==> src/rtl/tile_bram_arbiter_if.sv <==
// Tile BRAM arbiter bus: requests, generator ports and the muxed BRAM port.
// The arbiter uses the slave view; the fetch/write generators use master.
interface tile_bram_arbiter_if #(
   parameter int ADDR_WIDTH = 11
);
   logic                  rd_req;
   logic                  wr_req;
   logic                  rd_start;
   logic                  wr_start;
   logic                  rd_gnt;
   logic                  wr_gnt;
   logic [ADDR_WIDTH-1:0] rd_addr;
   logic [ADDR_WIDTH-1:0] wr_addr;
   logic                  rd_en;
   logic                  wr_we;
   logic                  rd_done;
   logic                  wr_done;
   logic [ADDR_WIDTH-1:0] bram_addr;
   logic                  bram_en;
   logic                  bram_we;
   logic                  clr_err;
   logic                  busy;
   logic                  timeout_err;

   modport master (
      output rd_req, wr_req, rd_addr, wr_addr, rd_en, wr_we, rd_done, wr_done, clr_err,
      input  rd_start, wr_start, rd_gnt, wr_gnt, bram_addr, bram_en, bram_we, busy, timeout_err
   );

   modport slave (
      input  rd_req, wr_req, rd_addr, wr_addr, rd_en, wr_we, rd_done, wr_done, clr_err,
      output rd_start, wr_start, rd_gnt, wr_gnt, bram_addr, bram_en, bram_we, busy, timeout_err
   );
endinterface

==> src/rtl/tile_bram_arbiter.sv <==
// Round-robin, non-preemptive arbiter sharing one BRAM port between the
// tile fetch (RD) and tile write (WR) generators, with a BUSY watchdog.
//
// state | meaning
// IDLE  | no owner, sample requests every edge
// START | one cycle: owner's start pulse + gnt
// BUSY  | owner holds gnt until its done or the watchdog fires
module tile_bram_arbiter #(
   parameter int ADDR_WIDTH = 11,
   parameter int TIMEOUT    = 64
) (
   input logic               clk,
   input logic               rst_n,
   tile_bram_arbiter_if.slave bus
);
   localparam int WDOG_W = (TIMEOUT > 0) ? $clog2(TIMEOUT + 1) : 1;
   localparam logic [WDOG_W-1:0] WDOG_LAST = (TIMEOUT > 0) ? WDOG_W'(TIMEOUT - 1) : '0;

   typedef enum logic [1:0] {IDLE, START, BUSY} state_t;
   typedef enum logic {OWN_RD, OWN_WR} owner_t;

   state_t              state_q, state_d;
   // owner_q doubles as last_owner: it is only rewritten on entry to START
   // and gnt is masked in IDLE, so the two can never differ when it matters.
   owner_t              owner_q, owner_d;
   logic [WDOG_W-1:0]   wdog_q, wdog_d;
   logic                err_q, err_d;
   logic                owner_done;

   assign owner_done = (owner_q == OWN_RD) ? bus.rd_done : bus.wr_done;

   // State, owner, watchdog and sticky error registers.
   always_ff @(posedge clk or negedge rst_n) begin
      if (!rst_n) begin
         state_q <= IDLE;
         owner_q <= OWN_WR;
         wdog_q  <= '0;
         err_q   <= 1'b0;
      end else begin
         state_q <= state_d;
         owner_q <= owner_d;
         wdog_q  <= wdog_d;
         err_q   <= err_d;
      end
   end

   // Next-state: arbitration in IDLE, watchdog in BUSY; a timeout beats clr_err.
   always_comb begin
      state_d = state_q;
      owner_d = owner_q;
      wdog_d  = wdog_q;
      err_d   = bus.clr_err ? 1'b0 : err_q;
      case (state_q)
         IDLE: begin
            if (bus.rd_req || bus.wr_req) begin
               if (bus.rd_req && bus.wr_req)
                  owner_d = (owner_q == OWN_WR) ? OWN_RD : OWN_WR;
               else
                  owner_d = bus.rd_req ? OWN_RD : OWN_WR;
               state_d = START;
            end
         end
         START: begin
            wdog_d  = '0;
            state_d = BUSY;
         end
         BUSY: begin
            if (owner_done) begin
               state_d = IDLE;
            end else if ((TIMEOUT != 0) && (wdog_q == WDOG_LAST)) begin
               state_d = IDLE;
               err_d   = 1'b1;
            end else begin
               wdog_d = wdog_q + WDOG_W'(1);
            end
         end
         default: state_d = IDLE;
      endcase
   end

   // Decoded outputs; all derive from reset registers so they drop with rst_n.
   always_comb begin
      bus.busy        = (state_q != IDLE);
      bus.rd_gnt      = (state_q != IDLE) && (owner_q == OWN_RD);
      bus.wr_gnt      = (state_q != IDLE) && (owner_q == OWN_WR);
      bus.rd_start    = (state_q == START) && (owner_q == OWN_RD);
      bus.wr_start    = (state_q == START) && (owner_q == OWN_WR);
      bus.timeout_err = err_q;
   end

   // BRAM port mux; reads never write, the write side's we doubles as enable.
   always_comb begin
      bus.bram_addr = {ADDR_WIDTH{1'b0}};
      bus.bram_en   = 1'b0;
      bus.bram_we   = 1'b0;
      if (bus.rd_gnt) begin
         bus.bram_addr = bus.rd_addr;
         bus.bram_en   = bus.rd_en;
      end else if (bus.wr_gnt) begin
         bus.bram_addr = bus.wr_addr;
         bus.bram_en   = bus.wr_we;
         bus.bram_we   = bus.wr_we;
      end
   end
endmodule

==> src/flat_wrapper.sv <==
// flat-port wrapper written by rule: the top's interface ports become plain ports
module tile_bram_arbiter_flat 
#(
   parameter int ADDR_WIDTH = 11,
   parameter int TIMEOUT    = 64
)
  (clk, rst_n, bus_rd_req, bus_wr_req, bus_rd_addr, bus_wr_addr, bus_rd_en, bus_wr_we, bus_rd_done, bus_wr_done, bus_clr_err, bus_rd_start, bus_wr_start, bus_rd_gnt, bus_wr_gnt, bus_bram_addr, bus_bram_en, bus_bram_we, bus_busy, bus_timeout_err);
  tile_bram_arbiter_if #(.ADDR_WIDTH(ADDR_WIDTH)) bus_i ();
  input logic clk;
  input logic rst_n;
  input wire logic [$bits(bus_i.rd_req)-1:0] bus_rd_req;
  input wire logic [$bits(bus_i.wr_req)-1:0] bus_wr_req;
  input wire logic [$bits(bus_i.rd_addr)-1:0] bus_rd_addr;
  input wire logic [$bits(bus_i.wr_addr)-1:0] bus_wr_addr;
  input wire logic [$bits(bus_i.rd_en)-1:0] bus_rd_en;
  input wire logic [$bits(bus_i.wr_we)-1:0] bus_wr_we;
  input wire logic [$bits(bus_i.rd_done)-1:0] bus_rd_done;
  input wire logic [$bits(bus_i.wr_done)-1:0] bus_wr_done;
  input wire logic [$bits(bus_i.clr_err)-1:0] bus_clr_err;
  output wire logic [$bits(bus_i.rd_start)-1:0] bus_rd_start;
  output wire logic [$bits(bus_i.wr_start)-1:0] bus_wr_start;
  output wire logic [$bits(bus_i.rd_gnt)-1:0] bus_rd_gnt;
  output wire logic [$bits(bus_i.wr_gnt)-1:0] bus_wr_gnt;
  output wire logic [$bits(bus_i.bram_addr)-1:0] bus_bram_addr;
  output wire logic [$bits(bus_i.bram_en)-1:0] bus_bram_en;
  output wire logic [$bits(bus_i.bram_we)-1:0] bus_bram_we;
  output wire logic [$bits(bus_i.busy)-1:0] bus_busy;
  output wire logic [$bits(bus_i.timeout_err)-1:0] bus_timeout_err;
  assign bus_i.rd_req = bus_rd_req;
  assign bus_i.wr_req = bus_wr_req;
  assign bus_i.rd_addr = bus_rd_addr;
  assign bus_i.wr_addr = bus_wr_addr;
  assign bus_i.rd_en = bus_rd_en;
  assign bus_i.wr_we = bus_wr_we;
  assign bus_i.rd_done = bus_rd_done;
  assign bus_i.wr_done = bus_wr_done;
  assign bus_i.clr_err = bus_clr_err;
  assign bus_rd_start = bus_i.rd_start;
  assign bus_wr_start = bus_i.wr_start;
  assign bus_rd_gnt = bus_i.rd_gnt;
  assign bus_wr_gnt = bus_i.wr_gnt;
  assign bus_bram_addr = bus_i.bram_addr;
  assign bus_bram_en = bus_i.bram_en;
  assign bus_bram_we = bus_i.bram_we;
  assign bus_busy = bus_i.busy;
  assign bus_timeout_err = bus_i.timeout_err;
  tile_bram_arbiter #(.ADDR_WIDTH(ADDR_WIDTH), .TIMEOUT(TIMEOUT)) u_core (.clk(clk), .rst_n(rst_n), .bus(bus_i));
endmodule
==> config.mk <==
export PLATFORM = sky130hd
export DESIGN_NAME = tile_bram_arbiter_flat
export DESIGN_NICKNAME = d
export VERILOG_FILES = /design/src/rtl/tile_bram_arbiter_if.sv /design/src/rtl/tile_bram_arbiter.sv /design/src/flat_wrapper.sv
export SDC_FILE = /design/constraint.sdc
export NUM_CORES = 1
export LEC_CHECK = 0
export BUFFER_PORTS_ARGS = -buffer_cell sky130_fd_sc_hd__buf_2
export CORE_ASPECT_RATIO = 1.25
export CORE_MARGIN = 3
export CORE_UTILIZATION = 43
export DETAILED_ROUTE_END_ITERATION = 6
export GPL_TIMING_DRIVEN = 1
export HOLD_SLACK_MARGIN = 0.08
export PLACE_DENSITY = 0.9
export SLEW_MARGIN = 0
export SYNTH_ARGS = -nofsm -noshare
export SYNTH_HDL_FRONTEND = slang
export SYNTH_SLANG_ARGS = --single-unit
==> constraint.sdc <==
create_clock -name clk -period 2.2 [get_ports clk]
set_input_delay 0.22 -clock clk [delete_from_list [all_inputs] [get_ports clk]]
set_output_delay 0.22 -clock clk [all_outputs]
set_load 0.01 [all_outputs]
## Word-level counts from Yosys, hierarchy flattened

Index checks and enable logic that the tools add are counted.

| cells by class | value |
|---|---|
| add/subtract/negate cells | 1 |
| multiplexer cells | 20 |
| eq/ne operators | 7 |
| reduce and logical (&&, ||, !) cells | 12 |
| bitwise logic cells | 1 |

Operators with widths:

| cell | count |
|---|---|
| 2-to-1 mux 11 bit | 2 |
| 2-to-1 mux 7 bit | 2 |
| one-hot mux 7 bit (2 select lines) | 1 |
| 2-to-1 mux 1 bit | 11 |
| adder 7 x 1 -> 7 bit (second input constant) | 1 |
| == test 7 x 6 -> 1 bit (second input constant) | 1 |
| 2-to-1 mux 2 bit | 3 |
| one-hot mux 2 bit (3 select lines) | 1 |
| logical AND 1 bit | 5 |
| != test 2 bit (second input constant) | 2 |
| AND reduction 2 bit | 2 |
| nonzero test 2 bit | 2 |
| != test 3 x 1 -> 1 bit (second input constant) | 1 |
| AND reduction 3 bit | 1 |
| == test 2 x 1 -> 1 bit (second input constant) | 1 |
| == test 2 bit (second input constant) | 1 |
| zero test 2 bit | 1 |
| != test 2 x 1 -> 1 bit (second input constant) | 1 |
| logical OR 1 bit | 1 |
| inverter 1 bit | 1 |

| word-level totals | value |
|---|---|
| bits of input ports | 31 |
| logic and storage cells | 45 |
| output and inout bits | 19 |
| bits in registers | 11 |

## Logic depth before layout (Yosys ltp)

| depth | value |
|---|---|
| word-level depth | 4 |
| mapped depth | 7 |

## Worst setup path before layout

No wires, ideal clock.

| timing | value |
|---|---|
| path kind | register to register |
| start | register u_core.owner_q |
| end | register u_core.state_q[1] |
| library setup time | 0.125 ns |
| required time | 2.075 ns |
| cell stages (with the launch flop) | 6 |
| path slack | 0.468 ns |
| arrival | 1.607 ns |
| cells stage by stage | dfstp_2 buf_6 mux2_4 a211oi_4 a21oi_2 mux2_4 |

| between the ends | value |
|---|---|
| word-level cells in the longest chain between the ends | 3 |
| elaborated cells on any way between the ends | 5 |

RTL lines:

| element | RTL line | text |
|---|---|---|
| start, declared | tile_bram_arbiter.sv:25 | `owner_t owner_q, owner_d;` |
| start signal, assigned | tile_bram_arbiter.sv:41 | `owner_q <= owner_d;` |
| 2-to-1 mux 1 bit * | tile_bram_arbiter.sv:30 | `assign owner_done = (owner_q == OWN_RD) ? bus.rd_done : bus.wr_done;` |
| 2-to-1 mux 2 bit or != test 3 x 1 -> 1 bit (tied branches) | n/a |  |
| one-hot mux 2 bit (3 select lines) or AND reduction 2 bit (tied branches) | n/a |  |
| end signal, assigned | tile_bram_arbiter.sv:40 | `state_q <= state_d;` |
| end, declared | tile_bram_arbiter.sv:22 | `state_t state_q, state_d;` |

Every way passes the cells marked *; elsewhere a longest branch is shown, timed or not.
A chain may end at the register's enable or synchronous reset.

## Worst setup path in the final report

| timing | value |
|---|---|
| start | register u_core.state_q[0] |
| end | output port bus_bram_we |

| between the ends | value |
|---|---|
| word-level cells in the longest chain between the ends | 4 |
| elaborated cells on any way between the ends | 5 |

RTL lines:

| element | RTL line | text |
|---|---|---|
| nonzero test 2 bit * | tile_bram_arbiter.sv:84, tile_bram_arbiter.sv:85 |  |
| logical AND 1 bit | tile_bram_arbiter.sv:85 | `bus.wr_gnt = (state_q != IDLE) && (owner_q == OWN_WR);` |
| 2-to-1 mux 1 bit | tile_bram_arbiter.sv:99 | `end else if (bus.wr_gnt) begin` |
| 2-to-1 mux 1 bit * | tile_bram_arbiter.sv:96 | `if (bus.rd_gnt) begin` |
| end, declared | flat_wrapper.sv:26 | `output wire logic [$bits(bus_i.bram_we)-1:0] bus_bram_we;` |

Marked as above.

==> results.sh <==
export IMPL_critPathKind="reg2out"
export IMPL_yosys_register_bits=11
export IMPL_async_flop_share_pct=100
export IMPL_dpl_hpwl_um=1680
export IMPL_synthSimpleGateAreaFrac_pct=17.7
export IMPL_multi_input_area_um2=526
export IMPL_ys_top_cells_by_count="nor2_1 (16), mux2i_1 (12), dfrtp_1 (10)"
export IMPL_fmax_mhz=512
export IMPL_synth_nets=130
export IMPL_regArea_um2=277
export IMPL_cts_post_setup_buffers_inserted=0
export IMPL_placed_cells=158
export IMPL_grt_first_pass_wirelength_um=3800
export IMPL_worstSkewPairLatency_ns=0.28
export IMPL_ios=50
export IMPL_syn_inst=94
export IMPL_synth_area_mux_share_pct=17.5
export IMPL_gp_congestion=0.920
export IMPL_ant_nets=0
export IMPL_port_buffers=49
export IMPL_nets=181
export IMPL_start_kind="flop"
export IMPL_antenna_found_initial=0
export IMPL_whs_ns=0.128
export IMPL_drive_above_1_share_pct=42.4
export IMPL_drt_iter0_markers=31
export IMPL_drcViolationCount=0
export IMPL_cap_violations=0
export IMPL_viasPerCell=5.48
export IMPL_max_slew_margin_rel_pct=62.7
export IMPL_syn_area_um2=856
export IMPL_setup_violations=0
export IMPL_die_w_um=45.9
export IMPL_rows=17
export IMPL_power_leakage_nw=0.633
export IMPL_vdd_ir_drop_max_v=0.000714
export IMPL_grt_ovfl_total=0
export IMPL_hold_class="in2reg"
export IMPL_hold_violations=0
export IMPL_synth_area_top_cells="dfrtp_1 (29%), mux2i_1 (14%), ha_1 (7.3%), nor2_1 (7.0%), a21oi_1 (3.5%)"
export IMPL_worst_slew_pin_slew_ns=0.560
export IMPL_rsz0062_at_grt="no"
export IMPL_clk_pin_slew_ns=0.08
export IMPL_die_h_um=55.9
export IMPL_avgSynthCellArea_um2=9.10
export IMPL_htreeDepth=1
export IMPL_synth_most_common_cell="nor2_1"
export IMPL_hold_path_depth=2
export IMPL_cts_tree="built"
export IMPL_synth_cell_types=33
export IMPL_die_area_um2=2560
export IMPL_syn_to_final_growth_pct=33.8
export IMPL_antenna_cells=0
export IMPL_core_um2=1830
export IMPL_synthFlopType="dfrtp_1"
export IMPL_drv_slew=0
export IMPL_vias=894
export IMPL_yosysWarnings=0
export IMPL_critical_path_arrival_ns=1.73
export IMPL_crit_required_ns=1.98
export IMPL_setup_tns_final_ns=0
export IMPL_cts_inserted_buffers=3
export IMPL_dr_pass1_iters=4
export IMPL_root_buffer="clkbuf_4"
export IMPL_synth_top_family_by_area="compound AO/OA/AOI/OAI gates"
export IMPL_n_fill_cell=161
export IMPL_cts_buffer_depth=2
export IMPL_initial_core_util_pct=46.8
export IMPL_synthAdderAreaFrac_pct=7.31
export IMPL_fin_crit_sh_pct=88.9
export IMPL_final_util_pct=62.6
export IMPL_reg2regPathDepth=5
export IMPL_cts_sinks=11
export IMPL_status="finished clean"
export IMPL_yosys_area_top_type="dfrtp_1"
export IMPL_path_max_fanout=16
export IMPL_preCtsSetupSlack_ns=0.463
export IMPL_synth_xor_xnor_area_share_pct=0
export IMPL_cts_resized=0
export IMPL_final_cells=163
export IMPL_synth_compound_area_share_pct=18.9
export IMPL_synth_top_area_share_pct=29.2
export IMPL_end_kind="output pin"
export IMPL_routedWlPerCell_um=13.5
export IMPL_setup_ws_ns=0.245
export IMPL_grtUsageTotal_pct=19.1
export IMPL_synth_edff_count=0
export IMPL_wl_um=2200
export IMPL_fin_skew_ns=0.00397
export IMPL_grt_pass1_vias=885
export IMPL_min_period_ns=1.95
export IMPL_grt_max_degree=19
export IMPL_seq_area_frac_synth_pct=32.3
export IMPL_powerDensity_nw_per_um2=1120
-- per-stage QoR --
step | cell area, um2 | power [mW]
3_5_place_dp | 1110 | 1.13
4_1_cts | 1140 | 1.28
6_report | 1140 | 1.28
3_3_place_gp | 1110 | 1.11
2_1_floorplan | 856 | 0.868
5_1_grt | 1140 | 1.38
-- state kept, by name, summed over array words and instances, names as in the netlist --
register and flops:
u_core.state_q 2, u_core.bus.timeout_err 1, u_core.owner_q 1, u_core.wdog_q 7
-- cell families after synthesis --
logic type	after synthesis
multiplexers	14
AO/OA/AOI/OAI	21
adder cells (fa/ha/maj)	5
buffers and inverters	12
flip-flops	11
AND/OR/NAND/NOR	31
-- worst max-delay path, stage by stage (launching register included) --
cell	delay, ns
dfrtp_1	0.41
inv_1	0.11
ha_1	0.52
nor2b_1	0.11
and2_1	0.18
buf_2	0.13
-- timing repair --
action / CTS / global route
endpoints found under the setup margin: 0 / 0
hold endpoints to repair: 11 / 0
hold buffers: 1 / 0
-- area by class of cell --
| class | instances | area share (%) |
|---|---|---|
| clock buffer | 4 | 2.30 |
| inverter | 6 | 1.97 |
| multi-input combinational | 71 | 45.9 |
| sequential | 11 | 24.2 |
| tap | 19 | 2.08 |
| timing repair buffer | 52 | 23.6 |
-- final timing paths --
| kind | slack (ns) | to | from |
|---|---|---|---|
| min in group asynchronous | 0.34 | u_core.wdog_q[3]$_DFFE_PN0P_ | rst_n |
| worst min-delay path | 0.13 | u_core.bus.timeout_err$_DFF_PN0_ | bus_clr_err |
| worst min register to register | 0.53 | u_core.wdog_q[1]$_DFFE_PN0P_ | u_core.wdog_q[1]$_DFFE_PN0P_ |
| worst max register to register | 0.43 | u_core.state_q[1]$_DFFE_PN0P_ | u_core.wdog_q[0]$_DFFE_PN0P_ |
| worst max-delay path | 0.25 | bus_bram_we | u_core.state_q[0]$_DFFE_PN0P_ |
| max in group asynchronous | 1.60 | u_core.owner_q$_DFFE_PN1P_ | rst_n |
-- cell usage in the layout (no fill, tap or decap) --
| cell type | netlist | routed |
|---|---|---|
| o32ai_1 | 1 | 1 |
| a31o_2 | 1 | 1 |
| nand2_1 | 2 | 2 |
| o21a_1 | 1 | 1 |
| a22o_1 | 1 | 1 |
| nand4_1 | 1 | 1 |
| mux2_4 | 2 | 2 |
| ha_1 | 5 | 5 |
| o21ai_0 | 2 | 2 |
| a41o_1 | 1 | 1 |
| a311oi_1 | 1 | 1 |
| a32o_1 | 1 | 1 |
| buf_2 | 1 | 49 |
| a211oi_4 | 1 | 1 |
| a21oi_1 | 6 | 6 |
| nor3_1 | 1 | 1 |
| and4b_1 | 1 | 1 |
| and2_1 | 3 | 3 |
| dfstp_2 | 1 | 1 |
| and4_1 | 1 | 1 |
| dfrtp_1 | 10 | 10 |
| a211oi_1 | 1 | 1 |
| nor2_1 | 16 | 16 |
| a31oi_1 | 2 | 2 |
| nand3_1 | 2 | 2 |
| inv_1 | 6 | 6 |
| buf_4 | 0 | 2 |
| clkbuf_4 | 0 | 3 |
| mux2i_1 | 12 | 12 |
| clkbuf_1 | 3 | 1 |
| nor2b_1 | 4 | 4 |
| dlygate4sd3_1 | 0 | 1 |
| o21ba_2 | 1 | 1 |
| a21oi_2 | 1 | 1 |
-- report_power, final --
group | total [mW] | internal, mW | leakage, nW | switching [mW]
Sequential | 0.267 | 0.241 | 0.147 | 0.0258
Clock | 0.146 | 0.0704 | 0.0150 | 0.0757
Combinational | 0.868 | 0.382 | 0.471 | 0.486
-- metal layers --
layer	global-route usage [%]	wire length (um)
met1	23.7	899
met2	31.3	1110
met3	5.18	191
met4	4.88	6
met5	0	0
Power figures use the tool's default switching activity.
